### src/rtl/trace_pkg.sv
// Shared types for the retirement trace unit: record kinds and the packed trace record.
package trace_pkg;

  localparam int TRACE_CNT_W = 32;

  typedef enum logic [2:0] {
    KIND_REG     = 3'd0,
    KIND_LOAD    = 3'd1,
    KIND_STORE   = 3'd2,
    KIND_NOP     = 3'd3,
    KIND_HALT    = 3'd4,
    KIND_TIMEOUT = 3'd5
  } rec_kind_t;

  typedef struct packed {
    rec_kind_t               kind;
    logic [TRACE_CNT_W-1:0]  inum;
    logic [15:0]             pc;
    logic [3:0]              dst_reg;
    logic [15:0]             value;
    logic [15:0]             addr;
  } trace_rec_t;

  function automatic logic is_terminal(input rec_kind_t kind);
    return (kind == KIND_HALT) || (kind == KIND_TIMEOUT);
  endfunction

endpackage

### src/rtl/trace_fifo.sv
// Synchronous DEPTH-entry FIFO of trace records; pointers carry an extra wrap bit.
module trace_fifo
  import trace_pkg::*;
#(
  parameter int DEPTH = 8
) (
  input  logic       clk,
  input  logic       rst_n,
  input  logic       push,
  input  logic       pop,
  input  trace_rec_t din,
  output logic       full,
  output logic       empty,
  output trace_rec_t head
);

  localparam int AW = $clog2(DEPTH);
  localparam logic [AW:0] PTR_ONE = (AW+1)'(1);

  trace_rec_t    mem [DEPTH];
  logic [AW:0]   wr_ptr_r;
  logic [AW:0]   rd_ptr_r;

  // Pointer advance; a push while full is only legal together with a pop.
  always_ff @(posedge clk or negedge rst_n) begin
    if (!rst_n) begin
      wr_ptr_r <= '0;
      rd_ptr_r <= '0;
    end else begin
      if (push) wr_ptr_r <= wr_ptr_r + PTR_ONE;
      if (pop)  rd_ptr_r <= rd_ptr_r + PTR_ONE;
    end
  end

  // Record storage.
  always_ff @(posedge clk) begin
    if (push) mem[wr_ptr_r[AW-1:0]] <= din;
  end

  assign empty = (wr_ptr_r == rd_ptr_r);
  assign full  = (wr_ptr_r[AW] != rd_ptr_r[AW]) &&
                 (wr_ptr_r[AW-1:0] == rd_ptr_r[AW-1:0]);
  assign head  = mem[rd_ptr_r[AW-1:0]];

endmodule

### src/rtl/retire_trace_unit.sv
// Per-cycle retirement monitor: classifies each core cycle into a numbered trace record,
// buffers it in a FIFO and drains it over a valid/ready port.
module retire_trace_unit
  import trace_pkg::*;
#(
  parameter int DEPTH    = 8,
  parameter int CNT_W    = 32,
  parameter int WATCHDOG = 100000
) (
  input  logic             clk,
  input  logic             rst_n,
  input  logic [15:0]      pc,
  input  logic             reg_write,
  input  logic [3:0]       write_reg,
  input  logic [15:0]      write_data,
  input  logic             mem_read,
  input  logic             mem_write,
  input  logic [15:0]      mem_addr,
  input  logic [15:0]      mem_data,
  input  logic             halt,
  output logic             rec_valid,
  input  logic             rec_ready,
  output logic [2:0]       rec_kind,
  output logic [CNT_W-1:0] rec_inum,
  output logic [15:0]      rec_pc,
  output logic [3:0]       rec_reg,
  output logic [15:0]      rec_value,
  output logic [15:0]      rec_addr,
  output logic [CNT_W-1:0] inst_count,
  output logic [CNT_W-1:0] cycle_count,
  output logic [CNT_W-1:0] drop_count,
  output logic             overflow,
  output logic             done,
  output logic             timeout
);

  typedef enum logic [1:0] {
    ST_RUN       = 2'd0,
    ST_TERM_PEND = 2'd1,
    ST_DONE      = 2'd2
  } state_t;

  state_t           state_r;
  logic [CNT_W-1:0] inst_cnt_r, cycle_cnt_r, drop_cnt_r;
  logic [CNT_W-1:0] inst_inc_s, cycle_inc_s, drop_inc_s;
  logic             overflow_r, done_r, timeout_r;
  trace_rec_t       pend_r, cap_s, fifo_din_s, head_s;
  logic             full_s, empty_s, pop_s, push_s, space_s, wd_hit_s;

  assign inst_inc_s  = (&inst_cnt_r)  ? inst_cnt_r  : inst_cnt_r  + CNT_W'(1);
  assign cycle_inc_s = (&cycle_cnt_r) ? cycle_cnt_r : cycle_cnt_r + CNT_W'(1);
  assign drop_inc_s  = (&drop_cnt_r)  ? drop_cnt_r  : drop_cnt_r  + CNT_W'(1);

  // The watchdog fires on the edge at which cycle_count reaches WATCHDOG.
  assign wd_hit_s = (cycle_inc_s == CNT_W'(WATCHDOG));
  assign pop_s    = !empty_s && rec_ready;
  assign space_s  = !full_s || pop_s;

  // Classifier: priority halt > watchdog > load > reg write > store > nop.
  always_comb begin
    cap_s      = '0;
    cap_s.inum = TRACE_CNT_W'(inst_cnt_r);
    cap_s.pc   = pc;
    if (halt) begin
      cap_s.kind = KIND_HALT;
    end else if (wd_hit_s) begin
      cap_s.kind = KIND_TIMEOUT;
    end else if (reg_write && mem_read) begin
      cap_s.kind    = KIND_LOAD;
      cap_s.dst_reg = write_reg;
      cap_s.value   = write_data;
      cap_s.addr    = mem_addr;
    end else if (reg_write) begin
      cap_s.kind    = KIND_REG;
      cap_s.dst_reg = write_reg;
      cap_s.value   = write_data;
    end else if (mem_write) begin
      cap_s.kind  = KIND_STORE;
      cap_s.value = mem_data;
      cap_s.addr  = mem_addr;
    end else begin
      cap_s.kind = KIND_NOP;
    end
  end

  // FIFO write selection: live capture in RUN, held terminal record in TERM_PEND.
  always_comb begin
    push_s     = 1'b0;
    fifo_din_s = cap_s;
    case (state_r)
      ST_RUN:       push_s = space_s;
      ST_TERM_PEND: begin
        push_s     = space_s;
        fifo_din_s = pend_r;
      end
      default:      push_s = 1'b0;
    endcase
  end

  // Control FSM with counters, drop accounting and the pending terminal record.
  always_ff @(posedge clk or negedge rst_n) begin
    if (!rst_n) begin
      state_r     <= ST_RUN;
      inst_cnt_r  <= '0;
      cycle_cnt_r <= '0;
      drop_cnt_r  <= '0;
      overflow_r  <= 1'b0;
      done_r      <= 1'b0;
      timeout_r   <= 1'b0;
      pend_r      <= '0;
    end else begin
      case (state_r)
        ST_RUN: begin
          cycle_cnt_r <= cycle_inc_s;
          inst_cnt_r  <= inst_inc_s;
          if (cap_s.kind == KIND_TIMEOUT) timeout_r <= 1'b1;
          if (is_terminal(cap_s.kind)) begin
            if (space_s) begin
              state_r <= ST_DONE;
              done_r  <= 1'b1;
            end else begin
              pend_r  <= cap_s;
              state_r <= ST_TERM_PEND;
            end
          end else if (!space_s) begin
            drop_cnt_r <= drop_inc_s;
            overflow_r <= 1'b1;
          end
        end
        ST_TERM_PEND: begin
          if (space_s) begin
            state_r <= ST_DONE;
            done_r  <= 1'b1;
          end
        end
        ST_DONE: begin
        end
        default: state_r <= ST_RUN;
      endcase
    end
  end

  trace_fifo #(.DEPTH(DEPTH)) u_fifo (
    .clk   (clk),
    .rst_n (rst_n),
    .push  (push_s),
    .pop   (pop_s),
    .din   (fifo_din_s),
    .full  (full_s),
    .empty (empty_s),
    .head  (head_s)
  );

  assign rec_valid   = !empty_s;
  assign rec_kind    = empty_s ? 3'd0  : head_s.kind;
  assign rec_inum    = empty_s ? '0    : CNT_W'(head_s.inum);
  assign rec_pc      = empty_s ? 16'd0 : head_s.pc;
  assign rec_reg     = empty_s ? 4'd0  : head_s.dst_reg;
  assign rec_value   = empty_s ? 16'd0 : head_s.value;
  assign rec_addr    = empty_s ? 16'd0 : head_s.addr;
  assign inst_count  = inst_cnt_r;
  assign cycle_count = cycle_cnt_r;
  assign drop_count  = drop_cnt_r;
  assign overflow    = overflow_r;
  assign done        = done_r;
  assign timeout     = timeout_r;

endmodule

### config.mk
export PLATFORM = sky130hd
export DESIGN_NAME = retire_trace_unit
export DESIGN_NICKNAME = d
export VERILOG_FILES = /design/src/rtl/trace_pkg.sv /design/src/rtl/trace_fifo.sv /design/src/rtl/retire_trace_unit.sv
export SDC_FILE = /design/constraint.sdc
export NUM_CORES = 1
export LEC_CHECK = 0
export ABC_AREA = 1
export CAP_MARGIN = 5
export CORE_MARGIN = 2
export CORE_UTILIZATION = 27
export DETAILED_ROUTE_END_ITERATION = 7
export PLACE_DENSITY = 0.55
export SLEW_MARGIN = 20
export SYNTH_ARGS = -nofsm -noshare
export SYNTH_HDL_FRONTEND = slang
export SYNTH_SLANG_ARGS = --single-unit
### constraint.sdc
create_clock -name clk -period 7 [get_ports clk]
set_clock_uncertainty 0.1 [all_clocks]
set_input_delay 1.05 -clock clk [delete_from_list [all_inputs] [get_ports clk]]
set_output_delay 1.05 -clock clk [all_outputs]
set_load 0.1 [all_outputs]
Yosys cells after proc, flatten, opt, wreduce, memory -nomap -nowiden
Memories as Yosys holds them, arrays and structs flattened. Cells that the tools add are included.

Add/sub/neg operators: 5. Eq/ne operators: 10. Multiplexer cells: 30. Bitwise logic cells: 5. Reduce and logical (&&, ||, !) cells: 20.

Operator list (number): 36-bit two-way mux (3); 32-bit by 1-bit adder with 32-bit output (second input constant) (3); 32-bit two-way mux (3); 32-bit AND reduction (3); 87-bit two-way mux (1); 16-bit two-way mux (5); 32-bit by 17-bit == test with 1-bit output (second input constant) (1); 3-bit two-way mux (5); 3-bit AND reduction (3); 4-bit by 1-bit adder with 4-bit output (second input constant) (2); 4-bit two-way mux (2); 3-bit == test (second input constant) (2); 1-bit two-way mux (6); 2-bit two-way mux (3); 2-bit one-hot mux with 3 select lines (1); 2-bit AND reduction (3); 1-bit NOT (5); 4-bit == test (1); 2-bit != test (second input constant) (2); 4-bit AND reduction (1); 3-bit == test (1); 1-bit logical AND (3); 2-bit by 1-bit == test with 1-bit output (second input constant) (1); 2-bit == test (second input constant) (1); 7 further kinds (9).

Bits in registers: 196. Bits in writable memories: 696. Output and inout port bits: 187. Logic and storage cells: 86. Memories: 1.

Memory list: u_fifo.mem (depth 8, bits a word 87, read ports 1, clocked after Yosys merged registers in 0, write ports 1, RTL line trace_fifo.sv:20) `trace_rec_t mem [DEPTH];`.

Longest topological paths before layout
Word-level depth: 9. Depth in mapped cells: 20. Mapped depth without buffers: 17.

Modules after synthesis
From an unflattened synthesis, not the netlist that was laid out.

Cells, all modules: 4772. Area, all modules: 42771.0 um2.

Modules (own cells, without submodules): trace_fifo (instances 1, cells each 3061, area each 30688.2 um2, seq. area each 21100.2 um2); retire_trace_unit (instances 1, cells each 1711, area each 12082.8 um2, seq. area each 4704.5 um2).

Worst setup path after synthesis
OpenSTA, ideal clock, no wires.

Path kind: input-to-reg. From: in rec_ready. To: mem u_fifo.mem[0][0] (netlist name), enable pin. Library setup time: 0.533 ns. Arrival time: 5.477 ns. Path slack: 0.890 ns. Cell stages on the path: 7. Path through: inv_1 -> nand3_1 -> inv_1 -> nor2_1 -> inv_1 -> or2_2 -> nor2_1.

Cells in the longest elaborated chain, start to end: 5.

Ends and longest elaborated chain: start, declared (RTL line retire_trace_unit.sv:22) `input logic rec_ready,`; 1-bit logical AND (RTL line retire_trace_unit.sv:56) `assign pop_s = !empty_s && rec_ready;`; 1-bit logical OR (RTL line retire_trace_unit.sv:57) `assign space_s = !full_s || pop_s;`; 1-bit two-way mux (RTL line retire_trace_unit.sv:90) `case (state_r)`; 1-bit two-way mux (RTL line trace_fifo.sv:37) `if (push) mem[wr_ptr_r[AW-1:0]] <= din;`; 1-bit two-way mux (not written as such) (RTL line trace_fifo.sv:37); end, declared (RTL line trace_fifo.sv:20).

Every way passes these cells.

Worst setup path in the final report
From: reg u_fifo.rd_ptr_r[1]. To: out rec_pc[14].

Cells in the longest elaborated chain, start to end: 2. Elaborated cells between the ends (all ways): 3. Those cells by class: eq/ne: 1; mux: 1; memory: 1.

Ends and longest elaborated chain: start, declared (RTL line trace_fifo.sv:22) `logic [AW:0] rd_ptr_r;`; start signal, assigned (RTL line trace_fifo.sv:31) `if (pop) rd_ptr_r <= rd_ptr_r + PTR_ONE;`; memory 8 x 87 bit or 4-bit == test (tied branches); 16-bit two-way mux (*) (RTL line retire_trace_unit.sv:157) `assign rec_pc = empty_s ? 16'd0 : head_s.pc;`; end, declared (RTL line retire_trace_unit.sv:25) `output logic [15:0] rec_pc,`.

Every way passes the cells marked *; elsewhere a longest branch is shown, timed or not.

==> metrics.txt <==
outcome finished, final reports clean; Peak VDD IR 0.632 mV; WL per Instance 19.8 um; crit-path cells buf_4, nand2_1, nand3_1, nor2_1, inv_1, nor2_1, clkinv_2, buf_4, o21ai_0, a31oi_1, clkdlybuf4s50_1; total vias in the final route 26945; area grow syn2layout 20.6%; clk root buf clkbuf_16; antenna violations before repair 5; Setup Viol. Count Final 0; largest net degree at the start of global routing 174; all-layer global routing usage 15.3%; P_leak 16.3 nW; post-cts resize count 0; combined area of the multi-input logic cells 0.0107 mm^2; setup TNS 0 ns; clock tree buffer depth 3; crit start category flop; slowest CP cell clkdlybuf4s50_1; Via-to-Cell Ratio 4.70; CP Max Fanout 57; setup bufs post-CTS 0; final estimated routing congestion in global placement 0.860; worst skew pair latency 0.70 ns; Final Max Slew Viols 0; Slew HR 22.0%; CTS tree done; Critical R2R Capture pend_r[60]; synthesized flop and latch total 892; Final Hold Fails 0; YS warnings 0; Initial DRC Count 2060; Avg Cell Area, Syn 10.6 um^2; vias in the first global route 25892; Post-route DRC 0; Worst EP required 5.85 ns; FF/Latch Area 0.0258 mm^2; Crit Path Category flop to primary output; Tcrit/Tclk final 86.5%; CTS Buf Count 100; H-tree depth 3; synth unique cells 36; height of the die 380 um; Starting Density 27.3%; GRT overflow 0; Filler cells 14131; first-pass GRT wire length 169000 um; FMAX 165 MHz; # IOs 262; max_cap viols 0; Final min period 6.06 ns; setup ws final 0.942 ns; synthesized area 0.0381 mm^2; flop2flop setup slack 2.29 ns; most common cell after layout, fill and taps aside edfxtp_1; port bufs 261; Least-Margin Pin Slew 1.17 ns; worst hold path type input port to async pin; Syn Nets 3674; crit end category primary output; Total Power 19.5 mW; Worst R2R Start cycle_count[0]; register area share after synthesis 67.6%; Worst EP arrival 4.91 ns; Syn Inst Count 3594; post-DP HPWL 67700 um; die area 0.144 mm^2; Core ar. 0.140 mm^2; R2R depth 19; row cnt 137; 1st-pass router iterations 5; Worst-path clk slew 0.06 ns; RSZ-0062 raised after global routing false; Routed Antenna Nets 0; Clock Sinks 892; die span in x 380 um; most frequent cells in the layout edfxtp_1 (696), nor2_1 (681), nand2_1 (541), o21ai_0 (533), clkdlybuf4s50_1 (257); critical path's largest stage delay 1.20 ns; nets 3855; hold buffers post-CTS 0; proportion of layout cells with a drive suffix above 1 6.24%; Routed WL 113000 um; PD cells 424 mW/mm^2; dpl ws 1.60 ns
==> stage by stage <==
step,cell area [um^2],util [%],hold slack (ns),instances
5_1_grt,46000,32.9,0.170,5736
4_1_cts,46000,32.9,0.123,5735
2_1_floorplan,38100,-,0.323,3594
3_3_place_gp,42700,30.5,0.336,5548
6_report,46000,32.9,0.168,5737
3_5_place_dp,42700,30.5,0.344,5548
==> state kept, by name, indices dropped and copies added, names as in the netlist <==
name             flops
state_r              2
drop_count          32
timeout              1
pend_r              87
u_fifo.wr_ptr_r      4
done                 1
u_fifo.rd_ptr_r      4
cycle_count         32
overflow             1
u_fifo.mem         696
inst_count          32
==> worst max-delay path by stage <==
stage	startpoint	endpoint	slack, ns	cells past startpoint
finish	u_fifo.rd_ptr_r[1]	rec_pc[14]	0.94	11
detailed placement	u_fifo.rd_ptr_r[1]	rec_pc[14]	1.60	11
global route	u_fifo.rd_ptr_r[1]	rec_pc[14]	0.68	11
global placement	u_fifo.rd_ptr_r[1]	rec_pc[14]	1.52	11
floorplan	rec_ready	u_fifo.mem[0][0]	0.89	7
CTS	u_fifo.rd_ptr_r[1]	rec_pc[14]	0.79	11
==> cell usage after synthesis <==
cell type	instances	area share (%)
a21oi_1	3	0.039
a31oi_1	90	1.5
and3_1	1	0.016
buf_1	19	0.19
buf_2	15	0.20
buf_4	32	0.63
buf_6	6	0.18
clkbuf_1	163	1.6
clkinv_1	1	0.0098
dfrtp_1	196	13
edfxtp_1	696	55
ha_1	5	0.16
inv_1	168	1.7
inv_2	3	0.030
nand2_1	541	5.3
nand2_2	5	0.082
nand2_4	2	0.059
nand3_1	92	1.2
nand3_2	1	0.026
nand3b_1	8	0.16
nand4_1	39	0.64
nand4_2	1	0.033
nor2_1	693	6.8
nor2_2	2	0.033
nor2_4	3	0.089
nor3_1	39	0.51
nor3b_1	1	0.020
nor4_1	13	0.21
o21a_1	1	0.020
o21ai_0	541	7.1
o21ai_1	49	0.64
o21bai_1	2	0.039
o22ai_1	87	1.4
or2_2	2	0.033
xnor2_1	6	0.14
xor2_1	68	1.6
==> critical path: cells and delay by family, from the launching register on <==
family | cells | cell delay (ns)
compound gates | 2 | 0.47
flops | 1 | 0.44
buf+inv | 5 | 2.94
simple gates | 4 | 0.34
==> kinds of logic (layout without fill, tap and decap cells) <==
kind of cell	count (synthesis)	after routing	share of synthesized area, %
adder cells (fa/ha/maj)	5	5	0.164
AO/OA/AOI/OAI	773	773	10.7
flip-flops	892	892	67.6
AND/OR/NAND/NOR	1443	1443	15.3
buffers and inverters	407	673	4.49
other	0	1	0
XOR/XNOR	74	74	1.70
==> area by class of cell <==
cell class                 instances  area share (%)
clock inverter                    48            1.22
multi-input combinational       2295            23.3
sequential                       892            56.1
inverter                         172            1.44
timing repair buffer             314            6.84
antenna                            1         0.00544
clock buffer                     139            6.03
tap                             1876            5.10
==> metal layers <==
layer,up-vias,GRT usage (%),part of all wire (%)
li1,12828,-,-
met1,13211,20.8,45
met2,746,24.7,47
met3,154,2.96,5.9
met4,6,4.54,2.2
met5,-,0,0.033
==> power breakdown <==
part	internal [mW]	leakage [nW]	switching [mW]	total, mW
registers	5.71	8.88	0.0423	5.75
clock network	3.15	1.61	2.18	5.34
logic	1.81	5.76	6.61	8.42
total	10.7	16.3	8.84	19.5
(Power assumes the default switching activity.)
